--- src/rtl/seq_chk_pkg.sv ---
// seq_chk_pkg: shared states, sequence constants and widths for the sequence checker
package seq_chk_pkg;
  typedef enum logic [1:0] {HUNT, TRACK, LOCKED} state_t;
  localparam int DATA_W = 4;
  localparam int CNT_W  = 4;
  localparam int STAT_W = 8;
  localparam logic [DATA_W-1:0] SEQ_0 = 4'd0;
  localparam logic [DATA_W-1:0] SEQ_1 = 4'd2;
  localparam logic [DATA_W-1:0] SEQ_2 = 4'd5;
  localparam logic [DATA_W-1:0] SEQ_3 = 4'd8;
  localparam logic [DATA_W-1:0] SEQ_4 = 4'd11;
  localparam logic [DATA_W-1:0] SEQ_5 = 4'd14;
endpackage

--- src/rtl/seq_next_lut.sv ---
// seq_next_lut: successor of a sequence value and whether the value is legal at all
module seq_next_lut
  import seq_chk_pkg::*;
(
  input  logic [DATA_W-1:0] value,
  output logic [DATA_W-1:0] succ,
  output logic              legal
);
  // illegal values map to SEQ_0 but are flagged so callers never treat them as in-sequence
  always_comb begin
    succ  = value == SEQ_0 ? SEQ_1 :
            value == SEQ_1 ? SEQ_2 :
            value == SEQ_2 ? SEQ_3 :
            value == SEQ_3 ? SEQ_4 :
            value == SEQ_4 ? SEQ_5 : SEQ_0;
    legal = value inside {SEQ_0, SEQ_1, SEQ_2, SEQ_3, SEQ_4, SEQ_5};
  end
endmodule

--- config.mk ---
export PLATFORM = sky130hd
export DESIGN_NAME = seq_next_lut
export DESIGN_NICKNAME = d
export VERILOG_FILES = /design/src/rtl/seq_chk_pkg.sv /design/src/rtl/seq_next_lut.sv
export SDC_FILE = /design/constraint.sdc
export NUM_CORES = 1
export LEC_CHECK = 0
export CAP_MARGIN = 15
export CORE_AREA = 2 2 39 41
export DETAILED_ROUTE_END_ITERATION = 10
export DIE_AREA = 0 0 41 43
export DONT_BUFFER_PORTS = 1
export GPL_TIMING_DRIVEN = 0
export SYNTH_ARGS = -nofsm -noshare
export SYNTH_HDL_FRONTEND = slang
export SYNTH_SLANG_ARGS = --single-unit
--- constraint.sdc ---
create_clock -name vclk -period 1.25
set_clock_uncertainty 0.2 [all_clocks]
set_input_delay 0.25 -clock vclk [all_inputs]
set_output_delay 0.25 -clock vclk [all_outputs]
set_load 0.05 [all_outputs]
Word-level counts from Yosys, hierarchy flattened
Cells that the tools add are included.

Equal/unequal tests: 5. Reductions and logical operators: 2. Muxes and demuxes: 5.

Operators with widths (count): $mux W4 (5); $eq A4 B4 Y1 const B (3); $reduce_bool A6 Y1 (1); $eq A4 B2 Y1 const B (1); $eq A4 B3 Y1 const B (1); $logic_not A4 Y1 (1).

Output and inout port bits: 5. Input bits: 4. Logic and storage cells: 12. Register bits after elaboration: 0.

Longest topological paths before layout
Depth in word-level cells: 6. Depth in mapped cells: 4. Depth with buffers taken out: 3.

Worst setup path before layout
No wires, ideal clock.

Path kind: input to output. From: input port value[0]. To: output port succ[2]. Required time: 0.800 ns. Data arrival time: 1.667 ns. Cell stages on the path: 3. Path buffers: 1. Slack: -0.867 ns. Cells stage by stage: buf_6 > xor2_1 > nor3b_1.

Cells in the longest elaborated chain, start to end: 6. Elaborated cells between the ends (all ways): 10. Those cells by class: eq/ne: 4; mux: 5; reduce/logical: 1.

RTL lines: start: declaration (line seq_next_lut.sv:5) `input logic [DATA_W-1:0] value,`; $eq A4 B4 Y1 (line seq_next_lut.sv:15) `value == SEQ_4 ? SEQ_5 : SEQ_0;`; $mux W4 (line seq_next_lut.sv:15); $mux W4 (line seq_next_lut.sv:14) `value == SEQ_3 ? SEQ_4 :`; $mux W4 (line seq_next_lut.sv:13) `value == SEQ_2 ? SEQ_3 :`; $mux W4 (line seq_next_lut.sv:12) `value == SEQ_1 ? SEQ_2 :`; $mux W4 (*) (line seq_next_lut.sv:11) `succ = value == SEQ_0 ? SEQ_1 :`; end: declaration (line seq_next_lut.sv:6) `output logic [DATA_W-1:0] succ,`.

Mark *: on every way between the ends. The rest lies on a longest branch, timed or not.

Worst setup path in the final report
Ends and elaborated chain as after synthesis.

==> flow_summary_export.csv <==
group,metric,value,unit
status,outcome,"finished, violations left",
status,failed_checks,"negative setup slack",
die,core-area,0.00138,sq mm
pwr,finalPower,0.159,mW
critical_path,cp.arrival,1.03,ns
die,start_util,10.5,%
critical_path,start_kind,"primary input",
global_route,grt.total_usage,4.30,%
layout,final_cell_mix,"5 x buf_4, 3 x buf_12, 2 x xor2_1, 2 x o21ai_4",
critical_path,critPathKind,"in -> out",
yosys,ys_types,14,
sta,maxSlewViolCount,0,
die,die_x,41,microns
place,dpl.hpwl,290,microns
yosys,yosysWarnings,0,
yosys,yosysSeqAreaShare,0,%
sta,rsz0062_at_grt,"yes",
layout,fin_nets,33,
pwr,ir_worst_vdd,0.000134,V
critical_path,cp_max_fo,5,
place,placed_area,270,sq um
layout,n_fill_cell,151,
layout,n_antenna_cell,0,
sta,worst_slew_pin_slew,0.566,ns
pwr,p_leak,0.130,nW
die,fp-row-count,14,
global_route,antenna_found_initial,0,
run,max_cap_violations,0,
layout,fin_util,25.3,%
critical_path,worstSetupEndpoint,"succ[2]",
route,vias_per_cell,4.07,
layout,nClkBuffers,0,
clock_network,hold_buffers,0,
critical_path,crit_path_start,"value[0]",
worst_hold_path,holdCritPathClass,"in -> out",
sta,setup_viol,5,
layout,drive_above_1_share,77.8,%
route,drt-pass1-iter-count,4,
global_route,grt-ovfl-total,0,
route,drtAntennaViolNets,0,
sta,clock.fmax,674,MHz
global_route,grt_pass1_wl,558,microns
sta,slew_headroom,62.2,%
yosys,synth_nets,25,
route,vias,175,
global_route,grt_pass1_vias,137,
die,num_io_pins,9,
route,route.detailed.wl_per_inst,10.1,microns
yosys,syn_avg_cell_area,6.91,sq um
route,drtIter0Drc,2,
place,place_congestion,0.613,
route,drc,0,
layout,seq_cells,0,
die,chipHeight,43,microns
place,port_buffers,0,
critical_path,cp.required,0.80,ns
sta,period_share,119,%
yosys,netlist_instances,21,
layout,layout_commonest_cell,"buf_4",
global_route,grt_max_degree,10,
critical_path,cp-end-kind,"output pin",
pwr,p_per_area,455,mW/mm^2
sta,whs,0.521,ns
route,routed_wl,435,microns
layout,syn2layout_area_growth,141,%
layout,design_area,350,sq um
sta,layout_setup_ws,-0.234,ns
sta,finalCriticalPeriod,1.48,ns
yosys,syn_area,145,sq um
die,die_area,0.00176,sq mm
sta,hold_violations,0,
layout,seq_area,0,sq um
final cells by class:
class	instances	area, sq um	share of cell area (%)
Tap cell	16	20.0	5.71
Buffer	4	71.3	20.4
Multi-Input combinational cell	17	196	56.1
Timing Repair Buffer	6	62.6	17.9
cell families (layout without fill, tap and decap cells):
| kind of cell | after synthesis | after routing | share of synthesized area (%) |
|---|---|---|---|
| compound gates | 5 | 5 | 18.1 |
| xor+xnor | 3 | 3 | 18.1 |
| buf+inv | 4 | 10 | 26.7 |
| simple gates | 9 | 9 | 37.1 |
Yosys cell counts, drive strengths merged:
| cell | n | area [sq um] |
|---|---|---|
| and3b | 1 | 8.76 |
| or2 | 1 | 6.26 |
| buf | 4 | 38.8 |
| xor2 | 2 | 17.5 |
| nor3 | 2 | 10.0 |
| nor2 | 2 | 7.51 |
| a21oi | 2 | 10.0 |
| nand4b | 1 | 8.76 |
| nor3b | 1 | 7.51 |
| o21ai | 2 | 10.0 |
| nand3 | 1 | 5.00 |
| xnor2 | 1 | 8.76 |
| a31oi | 1 | 6.26 |
worst min-delay path by stage:
| stage | endpoint | startpoint | depth (start not counted) |
|---|---|---|---|
| after global placement | succ[0] | value[0] | 2 |
| after floorplan | succ[0] | value[0] | 2 |
| after detailed placement | succ[0] | value[0] | 2 |
| after global routing | succ[1] | value[2] | 2 |
| final | succ[1] | value[2] | 2 |
| after CTS | succ[0] | value[0] | 2 |
power breakdown:
group	internal [mW]	total, mW	switching (mW)
Clock	0	0	0
Sequential	0	0	0
Combinational	0.0714	0.159	0.0880
Total	0.0714	0.159	0.0880
timing repair:
item | 4_1_cts | 5_1_grt
setup endpoints to repair | 5 | 5
cloned | 0 | 1
gates resized for setup | 4 | 1
pin swaps | 4 | 3
setup buffers | 4 | 1
worst max-delay path, stage by stage:
cell     delay, ns
buf_12        0.11
xor2_1        0.17
nor3b_4       0.50
per-layer routing:
layer | vias up | track usage, % | wire length (microns)
li1 | 86 | - | -
met1 | 84 | 4.14 | 121
met2 | 5 | 9.06 | 297
met3 | 0 | 0.524 | 16
met4 | 0 | 0 | 0
met5 | - | 0 | 0
through the flow:
step	worst slack [ns]	cells	setup TNS, ns
detailed placement	-0.257	37	-1.06
global route	-0.271	43	-1.09
finish	-0.234	43	-0.997
global placement	-0.250	37	-1.03
CTS	-0.257	41	-1.07
floorplan	-0.229	21	-0.910
No activity file was read; power rests on OpenSTA's default activity.
